`src/rtl/linked_list_fifo_pop_sched_if.sv`:
```
// ----------------------------------------------------------------------------
// linked_list_fifo_pop_sched_if
//
// Purpose: groups the scheduler's monitor, pop, return and credit signals
// into one bundle. The scheduler connects through the slave modport. The
// surrounding environment (linked_list_fifo, producers, consumers) connects
// through the master modport.
//
// Handshake semantics: pop is a one-cycle strobe with no back-pressure.
// pop_fifo is meaningful only while pop is high. The linked_list_fifo answers
// with q one cycle later, and at that point out_valid/out_fifo/out_data
// present the word. Consumers never stall the return path. Flow control is
// purely by credits: one credit_return bit pulse per consumed word.
//
// Signals:
//   push_mon       in   copy of the push strobe into linked_list_fifo
//   push_fifo_mon  in   copy of push_fifo
//   enable         in   global pop enable
//   pop            out  pop strobe to linked_list_fifo
//   pop_fifo       out  queue selected for pop (holds when pop is low)
//   q              in   linked_list_fifo read data, valid the cycle after pop
//   out_valid      out  out_data/out_fifo valid
//   out_fifo       out  queue id of out_data
//   out_data       out  popped word (pass-through of q)
//   credit_return  in   per-queue credit return pulses
//   err            out  sticky protocol error
//   dbg_occ        out  per-queue occupancy counters
//   dbg_cred       out  per-queue credit counters
//   dbg_last       out  round-robin pointer
// ----------------------------------------------------------------------------
interface linked_list_fifo_pop_sched_if #(
    parameter int WIDTH      = 8,
    parameter int DEPTH      = 32,
    parameter int FIFOS      = 8,
    parameter int LOG2_FIFO  = (FIFOS > 1) ? $clog2(FIFOS) : 1,
    parameter int LOG2_DEPTH = (DEPTH > 1) ? $clog2(DEPTH) : 1
);
    logic                             push_mon;
    logic [LOG2_FIFO-1:0]             push_fifo_mon;
    logic                             enable;
    logic                             pop;
    logic [LOG2_FIFO-1:0]             pop_fifo;
    logic [WIDTH-1:0]                 q;
    logic                             out_valid;
    logic [LOG2_FIFO-1:0]             out_fifo;
    logic [WIDTH-1:0]                 out_data;
    logic [FIFOS-1:0]                 credit_return;
    logic                             err;
    logic [FIFOS-1:0][LOG2_DEPTH:0]   dbg_occ;
    logic [FIFOS-1:0][2:0]            dbg_cred;
    logic [LOG2_FIFO-1:0]             dbg_last;

    modport slave (
        input  push_mon, push_fifo_mon, enable, q, credit_return,
        output pop, pop_fifo, out_valid, out_fifo, out_data, err,
               dbg_occ, dbg_cred, dbg_last
    );

    modport master (
        output push_mon, push_fifo_mon, enable, q, credit_return,
        input  pop, pop_fifo, out_valid, out_fifo, out_data, err,
               dbg_occ, dbg_cred, dbg_last
    );
endinterface

```
`src/rtl/linked_list_fifo_pop_sched.sv`:
```
// ----------------------------------------------------------------------------
// linked_list_fifo_pop_sched
//
// Purpose: round-robin pop scheduler for linked_list_fifo. It learns
// per-queue occupancy by snooping the push side. It holds per-queue
// downstream credits and issues at most one pop per cycle. Each returned
// word is tagged with its queue id.
//
// Ports:
//   clk   in  clock, all state updates on the rising edge
//   rst   in  synchronous active-high reset, priority over all events
//   bus   slave modport of linked_list_fifo_pop_sched_if (see that file)
// ----------------------------------------------------------------------------
module linked_list_fifo_pop_sched #(
    parameter int WIDTH      = 8,
    parameter int DEPTH      = 32,
    parameter int FIFOS      = 8,
    parameter int CREDITS    = 2,
    parameter int LOG2_FIFO  = (FIFOS > 1) ? $clog2(FIFOS) : 1,
    parameter int LOG2_DEPTH = (DEPTH > 1) ? $clog2(DEPTH) : 1
) (
    input  logic                          clk,
    input  logic                          rst,
    linked_list_fifo_pop_sched_if.slave   bus
);

    localparam int OCC_W = LOG2_DEPTH + 1;
    // Wide enough to sum FIFOS counters without overflow.
    localparam int TOT_W = OCC_W + LOG2_FIFO;

    // ------------------------------------------------------------------
    // Registered state
    // ------------------------------------------------------------------
    logic [FIFOS-1:0][OCC_W-1:0] r_occ;
    logic [FIFOS-1:0][2:0]       r_cred;
    logic [LOG2_FIFO-1:0]        r_last;
    logic [LOG2_FIFO-1:0]        r_pop_fifo_hold;
    logic                        r_out_valid;
    logic [LOG2_FIFO-1:0]        r_out_fifo;
    logic                        r_err;

    // ------------------------------------------------------------------
    // Combinational decode
    // ------------------------------------------------------------------
    logic [FIFOS-1:0]     w_elig;
    logic                 w_grant_any;
    logic [LOG2_FIFO-1:0] w_grant_idx;
    logic [LOG2_FIFO-1:0] w_cand;
    logic [FIFOS-1:0]     w_grant_vec;
    logic [TOT_W-1:0]     w_total;
    logic                 w_push_ovf;
    logic [FIFOS-1:0]     w_push_vec;
    logic [FIFOS-1:0]     w_cred_ovf;

    // Eligibility looks only at registered counters. A push therefore
    // cannot be popped in the cycle it arrives.
    always_comb begin
        w_elig = '0;
        for (int i = 0; i < FIFOS; i++) begin
            w_elig[i] = bus.enable && (r_occ[i] != '0) && (r_cred[i] != 3'd0);
        end
    end

    // Round-robin search starting one past the last grant. The modulo keeps
    // non-power-of-two FIFOS counts inside the valid index range.
    always_comb begin
        w_grant_any = 1'b0;
        w_grant_idx = '0;
        w_cand      = '0;
        for (int k = 1; k <= FIFOS; k++) begin
            w_cand = LOG2_FIFO'((int'(r_last) + k) % FIFOS);
            if (!w_grant_any && w_elig[w_cand]) begin
                w_grant_any = 1'b1;
                w_grant_idx = w_cand;
            end
        end
    end

    always_comb begin
        w_grant_vec = '0;
        for (int i = 0; i < FIFOS; i++) begin
            w_grant_vec[i] = w_grant_any && (w_grant_idx == LOG2_FIFO'(i));
        end
    end

    // Total occupancy across all queues. A push is refused once the shared
    // RAM is full. A grant in the same cycle does not rescue it.
    always_comb begin
        w_total = '0;
        for (int i = 0; i < FIFOS; i++) begin
            w_total = w_total + TOT_W'(r_occ[i]);
        end
    end

    assign w_push_ovf = bus.push_mon && (w_total == TOT_W'(DEPTH));

    always_comb begin
        w_push_vec = '0;
        w_cred_ovf = '0;
        for (int i = 0; i < FIFOS; i++) begin
            w_push_vec[i] = bus.push_mon && !w_push_ovf &&
                            (bus.push_fifo_mon == LOG2_FIFO'(i));
            // A return at full credit is harmless only if a grant consumes
            // a credit in the same cycle.
            w_cred_ovf[i] = bus.credit_return[i] &&
                            (r_cred[i] == 3'(CREDITS)) && !w_grant_vec[i];
        end
    end

    // ------------------------------------------------------------------
    // Sequential update
    // ------------------------------------------------------------------
    always_ff @(posedge clk) begin
        if (rst) begin
            for (int i = 0; i < FIFOS; i++) begin
                r_occ[i]  <= '0;
                r_cred[i] <= 3'(CREDITS);
            end
            r_last          <= LOG2_FIFO'(FIFOS - 1);
            r_pop_fifo_hold <= '0;
            r_out_valid     <= 1'b0;
            r_out_fifo      <= '0;
            r_err           <= 1'b0;
        end else begin
            for (int i = 0; i < FIFOS; i++) begin
                if (w_push_vec[i] && !w_grant_vec[i]) begin
                    r_occ[i] <= r_occ[i] + OCC_W'(1);
                end else if (!w_push_vec[i] && w_grant_vec[i]) begin
                    r_occ[i] <= r_occ[i] - OCC_W'(1);
                end

                if (bus.credit_return[i] && !w_grant_vec[i]) begin
                    // Clamp at CREDITS. The overflow is flagged via r_err.
                    if (r_cred[i] != 3'(CREDITS)) begin
                        r_cred[i] <= r_cred[i] + 3'd1;
                    end
                end else if (!bus.credit_return[i] && w_grant_vec[i]) begin
                    r_cred[i] <= r_cred[i] - 3'd1;
                end
            end

            if (w_grant_any) begin
                r_last          <= w_grant_idx;
                r_pop_fifo_hold <= w_grant_idx;
            end

            r_out_valid <= w_grant_any;
            r_out_fifo  <= bus.pop_fifo;

            if (w_push_ovf || (|w_cred_ovf)) begin
                r_err <= 1'b1;
            end
        end
    end

    // ------------------------------------------------------------------
    // Outputs
    // ------------------------------------------------------------------
    assign bus.pop       = w_grant_any;
    // Without a grant, pop_fifo keeps its previous value. pop=0 is what
    // tells the RAM that nothing is being popped.
    assign bus.pop_fifo  = w_grant_any ? w_grant_idx : r_pop_fifo_hold;
    assign bus.out_valid = r_out_valid;
    assign bus.out_fifo  = r_out_fifo;
    assign bus.out_data  = bus.q;
    assign bus.err       = r_err;
    assign bus.dbg_occ   = r_occ;
    assign bus.dbg_cred  = r_cred;
    assign bus.dbg_last  = r_last;

endmodule

```
`src/flat_wrapper.sv`:
```
// flat-port wrapper written by rule: the top's interface ports become plain ports
module linked_list_fifo_pop_sched_flat 
#(
    parameter int WIDTH      = 8,
    parameter int DEPTH      = 32,
    parameter int FIFOS      = 8,
    parameter int CREDITS    = 2,
    parameter int LOG2_FIFO  = (FIFOS > 1) ? $clog2(FIFOS) : 1,
    parameter int LOG2_DEPTH = (DEPTH > 1) ? $clog2(DEPTH) : 1
)
  (clk, rst, bus_push_mon, bus_push_fifo_mon, bus_enable, bus_q, bus_credit_return, bus_pop, bus_pop_fifo, bus_out_valid, bus_out_fifo, bus_out_data, bus_err, bus_dbg_occ, bus_dbg_cred, bus_dbg_last);
  linked_list_fifo_pop_sched_if #(.WIDTH(WIDTH), .DEPTH(DEPTH), .FIFOS(FIFOS), .LOG2_FIFO(LOG2_FIFO), .LOG2_DEPTH(LOG2_DEPTH)) bus_i ();
  input  logic clk;
  input  logic rst;
  input wire logic [$bits(bus_i.push_mon)-1:0] bus_push_mon;
  input wire logic [$bits(bus_i.push_fifo_mon)-1:0] bus_push_fifo_mon;
  input wire logic [$bits(bus_i.enable)-1:0] bus_enable;
  input wire logic [$bits(bus_i.q)-1:0] bus_q;
  input wire logic [$bits(bus_i.credit_return)-1:0] bus_credit_return;
  output wire logic [$bits(bus_i.pop)-1:0] bus_pop;
  output wire logic [$bits(bus_i.pop_fifo)-1:0] bus_pop_fifo;
  output wire logic [$bits(bus_i.out_valid)-1:0] bus_out_valid;
  output wire logic [$bits(bus_i.out_fifo)-1:0] bus_out_fifo;
  output wire logic [$bits(bus_i.out_data)-1:0] bus_out_data;
  output wire logic [$bits(bus_i.err)-1:0] bus_err;
  output wire logic [$bits(bus_i.dbg_occ)-1:0] bus_dbg_occ;
  output wire logic [$bits(bus_i.dbg_cred)-1:0] bus_dbg_cred;
  output wire logic [$bits(bus_i.dbg_last)-1:0] bus_dbg_last;
  assign bus_i.push_mon = bus_push_mon;
  assign bus_i.push_fifo_mon = bus_push_fifo_mon;
  assign bus_i.enable = bus_enable;
  assign bus_i.q = bus_q;
  assign bus_i.credit_return = bus_credit_return;
  assign bus_pop = bus_i.pop;
  assign bus_pop_fifo = bus_i.pop_fifo;
  assign bus_out_valid = bus_i.out_valid;
  assign bus_out_fifo = bus_i.out_fifo;
  assign bus_out_data = bus_i.out_data;
  assign bus_err = bus_i.err;
  assign bus_dbg_occ = bus_i.dbg_occ;
  assign bus_dbg_cred = bus_i.dbg_cred;
  assign bus_dbg_last = bus_i.dbg_last;
  linked_list_fifo_pop_sched #(.WIDTH(WIDTH), .DEPTH(DEPTH), .FIFOS(FIFOS), .CREDITS(CREDITS), .LOG2_FIFO(LOG2_FIFO), .LOG2_DEPTH(LOG2_DEPTH)) u_core (.clk(clk), .rst(rst), .bus(bus_i));
endmodule
```
`config.mk`:
```
export PLATFORM = sky130hd
export DESIGN_NAME = linked_list_fifo_pop_sched_flat
export DESIGN_NICKNAME = d
export VERILOG_FILES = /design/src/rtl/linked_list_fifo_pop_sched_if.sv /design/src/rtl/linked_list_fifo_pop_sched.sv /design/src/flat_wrapper.sv
export SDC_FILE = /design/constraint.sdc
export NUM_CORES = 1
export LEC_CHECK = 0
export CORE_ASPECT_RATIO = 0.75
export CORE_MARGIN = 2
export CORE_UTILIZATION = 35
export CTS_BUF_LIST = sky130_fd_sc_hd__clkbuf_8 sky130_fd_sc_hd__clkbuf_16
export DETAILED_ROUTE_END_ITERATION = 10
export PLACE_DENSITY = 0.59
export SYNTH_ARGS = -nofsm -noshare
export SYNTH_HDL_FRONTEND = slang
export SYNTH_SLANG_ARGS = --single-unit
```
`constraint.sdc`:
```
create_clock -name clk -period 9.3 [get_ports clk]
set_clock_uncertainty 0.2 [all_clocks]
set_input_delay 2.325 -clock clk [delete_from_list [all_inputs] [get_ports clk]]
set_output_delay 2.325 -clock clk [all_outputs]
set_load 0.01 [all_outputs]
```
# Word-level counts from Yosys, hierarchy flattened
# Cells that the tools add are included.
[word_totals] out_inout_bits=92 ff_bits=80 input_bits=23 elab_cells=352
[classes] mux=73 magnitude_cmp=8 add_sub_neg=47 eq_ne=39 n_reduce_logical=165
[op_table] op="two-way mux 3 bit" n=33
[op_table] op="two-way mux 6 bit" n=16
[op_table] op="logical AND 1 bit" n=89
[op_table] op="adder 9 x 6 -> 9 bit" n=6
[op_table] op="adder 6 x 1 -> 6 bit (second input constant)" n=8
[op_table] op="nonzero test 6 bit" n=8
[op_table] op="subtractor 6 x 1 -> 6 bit (second input constant)" n=8
[op_table] op="== test 3 x 2 -> 1 bit (second input constant)" n=12
[op_table] op="logical NOT 1 bit" n=32
[op_table] op="< comparator 3 x 4 -> 1 bit (second input constant)" n=8
[op_table] op="nonzero test 2 bit" n=16
[op_table] op="adder 3 x 1 -> 3 bit (second input constant)" n=10
[op_table] op="binary-select mux 1 bit (select 3 bit)" n=8
[op_table] op="== test 3 bit (second input constant)" n=8
[op_table] op="inequality test 3 x 2 -> 1 bit (second input constant)" n=8
[op_table] op="nonzero test 3 bit" n=8
[op_table] op="subtractor 3 x 1 -> 3 bit (second input constant)" n=8
[op_table] op="two-way mux 1 bit" n=16
[op_table] op="inequality test 2 bit (second input constant)" n=8
[op_table] op="AND reduction 2 bit" n=8
[op_table] op="adder 3 bit (second input constant)" n=4
[op_table] op="== test 9 x 6 -> 1 bit (second input constant)" n=1
[op_table] op="OR reduction 8 bit" n=1
[op_table] op="adder 6 x 6 -> 7 bit" n=1
[op_table] op="other kinds (4)" n=7

# Logic depth before layout (Yosys ltp)
# Gate-level depths: netlist of the first run.
[logic_depth] depth_word=33 depth_mapped=30 depth_no_buf=30

# Worst setup path after synthesis of the first run
# Ideal clock, no wire load.
[synth_timing] kind="input to output" start="input bus_enable" end="output bus_pop_fifo[1]" path_buffers=1 setup_slack_ps=2354 arrival_time_ps=4421 required_time_ps=6775 stages=10 cell_sequence="buf_2 > nand3_1 > a211oi_1 > nor3_1 > a22oi_1 > mux2_2 > a31oi_1 > o221ai_4 > nand2_1 > nand2_1"
[synth_via] elab_chain_cells=27 word_cells_on_any_way=63 cone_classes="mux (33); reduce/logical (30)"
[synth_lines] element="start, declared" line_no="flat_wrapper.sv:17" source="input wire logic [$bits(bus_i.enable)-1:0] bus_enable;"
[synth_lines] element="logical AND 1 bit (2 in series)" line_no="linked_list_fifo_pop_sched.sv:60" source="w_elig[i] = bus.enable && (r_occ[i] != '0) && (r_cred[i] != 3'd0);"
[synth_lines] element="binary-select mux 1 bit (select 3 bit)" line_no="linked_list_fifo_pop_sched.sv:72" source="if (!w_grant_any && w_elig[w_cand]) begin"
[synth_lines] element="two-way mux 1 bit (not written as such)" line_no="linked_list_fifo_pop_sched.sv:72"
[synth_lines] element="two-way mux 1 bit" line_no="linked_list_fifo_pop_sched.sv:72"
[synth_lines] element="logical NOT 1 bit" line_no="linked_list_fifo_pop_sched.sv:72"
[synth_lines] element="logical AND 1 bit" line_no="linked_list_fifo_pop_sched.sv:72"
[synth_lines] element="two-way mux 1 bit" line_no="linked_list_fifo_pop_sched.sv:72"
[synth_lines] element="logical NOT 1 bit" line_no="linked_list_fifo_pop_sched.sv:72"
[synth_lines] element="[... 10 more ...]"
[synth_lines] element="two-way mux 1 bit" line_no="linked_list_fifo_pop_sched.sv:72"
[synth_lines] element="logical NOT 1 bit" line_no="linked_list_fifo_pop_sched.sv:72"
[synth_lines] element="logical AND 1 bit" line_no="linked_list_fifo_pop_sched.sv:72"
[synth_lines] element="two-way mux 1 bit" line_no="linked_list_fifo_pop_sched.sv:72"
[synth_lines] element="logical NOT 1 bit" line_no="linked_list_fifo_pop_sched.sv:72"
[synth_lines] element="logical AND 1 bit" line_no="linked_list_fifo_pop_sched.sv:72"
[synth_lines] element="two-way mux 3 bit / two-way mux 1 bit (equally long branches)" line_no="linked_list_fifo_pop_sched.sv:72"
[synth_lines] element="two-way mux 3 bit *" line_no="linked_list_fifo_pop_sched.sv:162" source="assign bus.pop_fifo = w_grant_any ? w_grant_idx : r_pop_fifo_hold;"
[synth_lines] element="end, declared" line_no="flat_wrapper.sv:21" source="output wire logic [$bits(bus_i.pop_fifo)-1:0] bus_pop_fifo;"
# Mark *: on every way between the ends. The rest lies on a longest branch, timed or not. The select of a mux whose other input is x is not followed.

# Worst setup path after layout of the first run
# Ends and elaborated chain as after synthesis.

==> impl_metrics.py, run 1 <==
metrics = {
    "timing": {
        "fin_tns_setup_ns": 0,
        "tightest_slew_ns": 0.827,
        "maxSlewHeadroom": 0.448,
        "hold_viol": 0,
        "final.min_clock_period_ns": 8.39,
        "setup-violations-final": 0,
        "fin_crit_sh": 0.902,
        "rsz0062_at_grt": "no",
        "fmax_ghz": 0.119,
        "finalMaxSlewViolations": 0,
    },
    "floorplan": {
        "fp.dieH_um": 129,
        "design.portCount": 115,
        "die_w_um": 171,
        "core_um2": 20400,
        "rows": 45,
        "dieArea_um2": 22100,
        "start_util": 0.359,
    },
    "yosys": {
        "syn_area_per_cell_um2": 8.53,
        "yosysTopAreaCell": "dfxtp_1",
        "synth_most_common_cell": "nor2_1",
        "yosys-top-cells-count": "115 x nor2_1, 80 x dfxtp_1, 75 x a21oi_1",
        "synth_nets": 987,
        "synth_area_um2": 7320,
        "synth.distinct_cells": 67,
        "ys_seq_area_frac": 0.219,
        "synthArstFlopShare": 0,
        "synth_seq_cells": 80,
        "yosysTopAreaCellShare": 0.219,
        "syn_inst": 858,
        "synth_area_leaders": "dfxtp_1 22%, fa_1 12%, ha_1 10%",
        "yosysWarnings": 0,
        "synth_edf_count": 0,
        "synthFlopType": "dfxtp_1",
    },
    "final_layout": {
        "nets": 1070,
        "diodes": 0,
        "drive_gt1_frac": 0.0561,
        "area_delta_synth_final_pct": 20.6,
    },
    "status": {
        "status": "finished, final reports clean",
    },
    "setup_path": {
        "critPathCaptureType": "primary output",
        "cp_top_family": "simple AND/OR/NAND/NOR gates",
        "rrSetupSlack_ns": 1.98,
        "critPathBufInv": 3,
        "path_class": "primary input to primary output",
        "ff2ff_path_depth": 28,
        "critPathRequiredTime_ns": 6.78,
        "cpPeakStageDelay_ns": 0.67,
        "cp-start-kind": "primary input",
        "r2r_end": "u_core.bus.dbg_occ[29]",
        "worstPathCellList": "clkdlybuf4s50_1, and3_1, a21oi_1, nand3_2, a211oi_4, nand3b_4, or3b_1, nand2_1, buf_4, nand2_1, clkdlybuf4s50_1",
        "critPathArrivalTime_ns": 5.87,
        "critPathMaxFanout": 14,
        "cp.depth": 11,
        "cp-startpoint": "bus_enable",
        "crit_path_end": "bus_pop_fifo[1]",
        "r2r-start": "u_core.bus.dbg_occ[6]",
        "cp_slowest_cell": "clkdlybuf4s50_1",
    },
    "global_routing": {
        "grt_max_degree": 73,
        "grt.overflow.total": 0,
        "grt_pass1_wl_um": 32100,
        "grt_usage": 0.187,
        "antenna_found_initial": 0,
        "grt_pass1_vias": 5970,
    },
    "drt": {
        "vias": 6296,
        "drt-total-wl_um": 19900,
        "firstDrtPassIters": 5,
        "dr.first_iter.drc_count": 383,
        "avgRoutedWirePerCell_um": 16.2,
        "viasPerCell": 5.14,
        "ant_nets": 0,
        "drc_errors": 0,
    },
    "cts": {
        "cts_tree": "done",
        "clock-sinks": 80,
        "cts_buffer_depth": 2,
        "clock_latency_ns": 0.35,
        "postCtsResizedCells": 0,
        "hold_buffers": 0,
        "cts_buffers": 9,
        "postCtsSetupBuffers": 0,
        "cts-root-buf": "clkbuf_16",
        "path_clk_slew_ns": 0.06,
        "cts_max_level": 3,
    },
    "placement": {
        "port_buffers": 98,
        "gp_congestion": 0.932,
        "hpwlAfterDp_um": 15900,
    },
    "flow_run": {
        "maxCapViolations": 0,
    },
    "worst_hold_path": {
        "min_path_type": "flop to flop",
    },
}
layout by cell type, fill, tap and decap left out, types with 4 or more instances in the layout:
cell type and count:
inv_1 57, o21bai_1 7, buf_4 5, and3_1 4, or2_2 5, ha_1 61, clkdlybuf4s50_1 97, o211ai_1 5
o21ai_0 23, a21o_1 34, fa_1 45, nand4_1 4, mux2i_1 23, nor2_1 115, xnor2_1 32, xor2_1 27
nand3b_1 4, nor3_1 32, a22oi_1 5, mux2_2 4, nor4_4 5, and2_1 5, nor2b_1 11, nand3_1 10
nand2_1 47, or3_1 15, dfxtp_1 80, nand2b_1 5, a211oi_1 21, a21oi_1 75, o21ai_1 9, a211oi_2 4
clkbuf_16 9
cell families (layout without fill, tap and decap cells):
kind of cell               Yosys count  after routing  synth area share
xor gates and xnor gates            59             59            0.0706
DFF                                 80             80             0.219
buffers and inverters               91            177            0.0520
muxes                               27             27            0.0376
AOI/OAI and AO/OA                  220            220             0.202
adders and majority gates          106            106             0.227
and+or+nand+nor                    275            275             0.191
registers in the layout, indices dropped and copies added (netlist names):
name                    cells
u_core.bus.err              1
u_core.bus.dbg_cred        24
u_core.r_pop_fifo_hold      3
u_core.bus.dbg_occ         48
u_core.bus.out_valid        1
u_core.bus.dbg_last         3
worst reg2reg max path: cells and delay by family, from the launching register on:
kind                       cells  cell delay [ns]
and+or+nand+nor                4             0.98
AOI/OAI and AO/OA              8             1.32
DFF                            1             0.52
buffers and inverters          4             0.32
adders and majority gates      9             3.56
xor gates and xnor gates       3             0.35
metrics by stage:
step                setup WS (ns)  instance area (um^2)  instances  hold WS, ns   util
finish                      0.907                  8830       1226        0.286  0.433
global route                0.700                  8830       1226        0.302  0.433
CTS                         0.998                  8830       1226        0.290  0.433
detailed placement           1.00                  8530       1212        0.281  0.419
global placement             1.03                  8530       1212        0.278  0.419
floorplan                    2.35                  7320        858        0.303      -
worst min path at each step:
stage,start,end,cells after the start
2_1_floorplan,u_core.r_pop_fifo_hold[0],u_core.r_pop_fifo_hold[0],2
3_3_place_gp,u_core.r_pop_fifo_hold[0],u_core.r_pop_fifo_hold[0],2
3_5_place_dp,u_core.r_pop_fifo_hold[0],u_core.r_pop_fifo_hold[0],2
4_1_cts,u_core.r_pop_fifo_hold[0],u_core.r_pop_fifo_hold[0],2
5_1_grt,u_core.r_pop_fifo_hold[0],u_core.r_pop_fifo_hold[0],2
6_report,u_core.r_pop_fifo_hold[0],u_core.r_pop_fifo_hold[0],2
area by class of cell:
type                       count  area (um^2)
fill                        2075        11600
tap                          282          353
sequential                    80         1600
clock inverter                 3         42.5
inverter                      60          225
multi-input combinational    687         5340
timing repair buffer         103         1010
clock buffer                  11          253
layer usage:
layer | global-route usage | share of wire
met4 | 0.0394 | 0.011
met2 | 0.276 | 0.41
met3 | 0.0360 | 0.057
met1 | 0.283 | 0.52
met5 | 0 | 0
Power of run 1 is left out: the tool's default activity adds up to more than one toggle a clock period on the data nets, which glitch-free logic cannot reach.
==> run 2: changes to the inputs <==
PLACE_DENSITY = default   (was 0.59)
PLACE_DENSITY_LB_ADDON = 0.1   (was default)
==> run 2 against run 1 <==
Against the previous run:
- via count is essentially flat
- cell count grew 0.24%
- wire length grew 3.9%
- critical path depth is the same
- die area is the same
- register-to-register slack lost 0.06 ns
- cell area grew 0.13%
- maximum frequency shrank 1.6%
- global-route usage grew 0.66 points
- setup slack lost 0.14 ns
- hold slack gained 0.0084 ns
- largest cell class unchanged
- highest routed layer unchanged
==> impl_metrics.py, run 2 (synthesis results as in run 1) <==
metrics = {
    "cts": {
        "cts_tree": "done",
        "clock-sinks": 80,
        "clock_latency_ns": 0.35,
        "path_clk_slew_ns": 0.06,
        "cts_buffer_depth": 2,
        "cts-root-buf": "clkbuf_16",
        "cts_buffers": 9,
        "hold_buffers": 0,
        "postCtsResizedCells": 0,
        "postCtsSetupBuffers": 0,
        "cts_max_level": 3,
    },
    "timing": {
        "hold_slack_ns": 0.295,
        "maxSlewHeadroom": 0.380,
        "fin_tns_setup_ns": 0,
        "finalMaxSlewViolations": 0,
        "fin_crit_sh": 0.917,
        "final.min_clock_period_ns": 8.53,
        "fmax_ghz": 0.117,
        "hold_viol": 0,
        "setup-violations-final": 0,
        "tightest_slew_ns": 0.925,
        "rsz0062_at_grt": "no",
    },
    "worst_hold_path": {
        "min_path_type": "flop to flop",
    },
    "final_layout": {
        "final_cells": 1229,
        "design_area_um2": 8840,
        "num-fill-cells": 2080,
        "mostFrequentLayoutCells": "115 x nor2_1, 97 x clkdlybuf4s50_1, 80 x dfxtp_1",
        "diodes": 0,
        "area_delta_synth_final_pct": 20.7,
        "largest_reg_flops": 48,
        "mostFrequentLayoutCell": "nor2_1",
        "nets": 1071,
        "drive_gt1_frac": 0.0581,
    },
    "setup_path": {
        "path_class": "primary input to primary output",
        "critPathCaptureType": "primary output",
        "critPathMaxFanout": 14,
        "critPathRequiredTime_ns": 6.78,
        "cp-start-kind": "primary input",
        "rrSetupSlack_ns": 1.92,
        "critPathArrivalTime_ns": 6.01,
    },
    "drt": {
        "avgRoutedWirePerCell_um": 16.8,
        "vias": 6290,
        "firstDrtPassIters": 5,
        "ant_nets": 0,
        "drt-total-wl_um": 20700,
        "dr.first_iter.drc_count": 364,
        "viasPerCell": 5.12,
        "drc_errors": 0,
    },
    "placement": {
        "hpwlAfterDp_um": 16300,
        "dp.cells": 1213,
        "gp_congestion": 0.902,
        "placed_area_um2": 8540,
        "port_buffers": 98,
    },
    "floorplan": {
        "dieArea_um2": 22100,
        "fp.dieH_um": 129,
        "rows": 45,
        "design.portCount": 115,
        "die_w_um": 171,
        "core_um2": 20400,
        "start_util": 0.359,
    },
    "status": {
        "status": "finished, final reports clean",
    },
    "global_routing": {
        "grt.overflow.total": 0,
        "grt_usage": 0.194,
        "grt_max_degree": 73,
        "grt_pass1_wl_um": 33200,
        "antenna_found_initial": 0,
        "grt_pass1_vias": 5973,
    },
    "flow_run": {
        "maxCapViolations": 0,
    },
}
run 2: cell types whose count changed in the layout (fill, tap and decap cells not counted):
cell | before | now
buf_4 | 5 | 6
clkinv_4 | 0 | 1
clkbuf_8 | 2 | 1
inv_1 | 57 | 58
clkinv_2 | 1 | 2
run 2: routing by layer:
| layer | GRT usage | share of wire | vias up |
|---|---|---|---|
| li1 | - | - | 3185 |
| met1 | 0.298 | 0.54 | 2961 |
| met2 | 0.279 | 0.40 | 129 |
| met3 | 0.0360 | 0.047 | 15 |
| met4 | 0.0419 | 0.0082 | 0 |
| met5 | 0 | 0 | - |
run 2: worst max-delay path: stages:
cell,delay (ns)
clkdlybuf4s50_1,0.68
and3_1,0.39
a21oi_1,0.37
nand3_2,0.23
a211oi_4,0.31
nand3b_4,0.16
nor3_1,0.56
inv_1,0.25
nor2_1,0.18
nor2_1,0.05
clkdlybuf4s50_1,0.47
run 2: worst paths after layout:
path                                                 from                   endpoint  cells after the start
worst max-delay path                           bus_enable            bus_pop_fifo[2]                     11
worst max register to register      u_core.bus.dbg_occ[6]      u_core.bus.dbg_occ[5]                     26
worst min-delay path            u_core.r_pop_fifo_hold[1]  u_core.r_pop_fifo_hold[1]                      2
worst min register to register  u_core.r_pop_fifo_hold[1]  u_core.r_pop_fifo_hold[1]                      2
run 2: stage by stage:
step	worst slack (ns)	util
2_1_floorplan	2.35	-
3_3_place_gp	0.970	0.419
3_5_place_dp	0.864	0.419
4_1_cts	0.848	0.434
5_1_grt	0.524	0.434
6_report	0.768	0.434
run 2: cell type report:
class	count	area (um^2)	share of cell area
Sequential cell	80	1600	0.181
Tap cell	282	353	0.0399
Clock buffer	10	239	0.0270
Clock inverter	6	60.1	0.00680
Timing Repair Buffer	104	1020	0.116
Inverter	60	225	0.0255
Multi-Input combinational cell	687	5340	0.604
Power of run 2 is left out for the same reason.
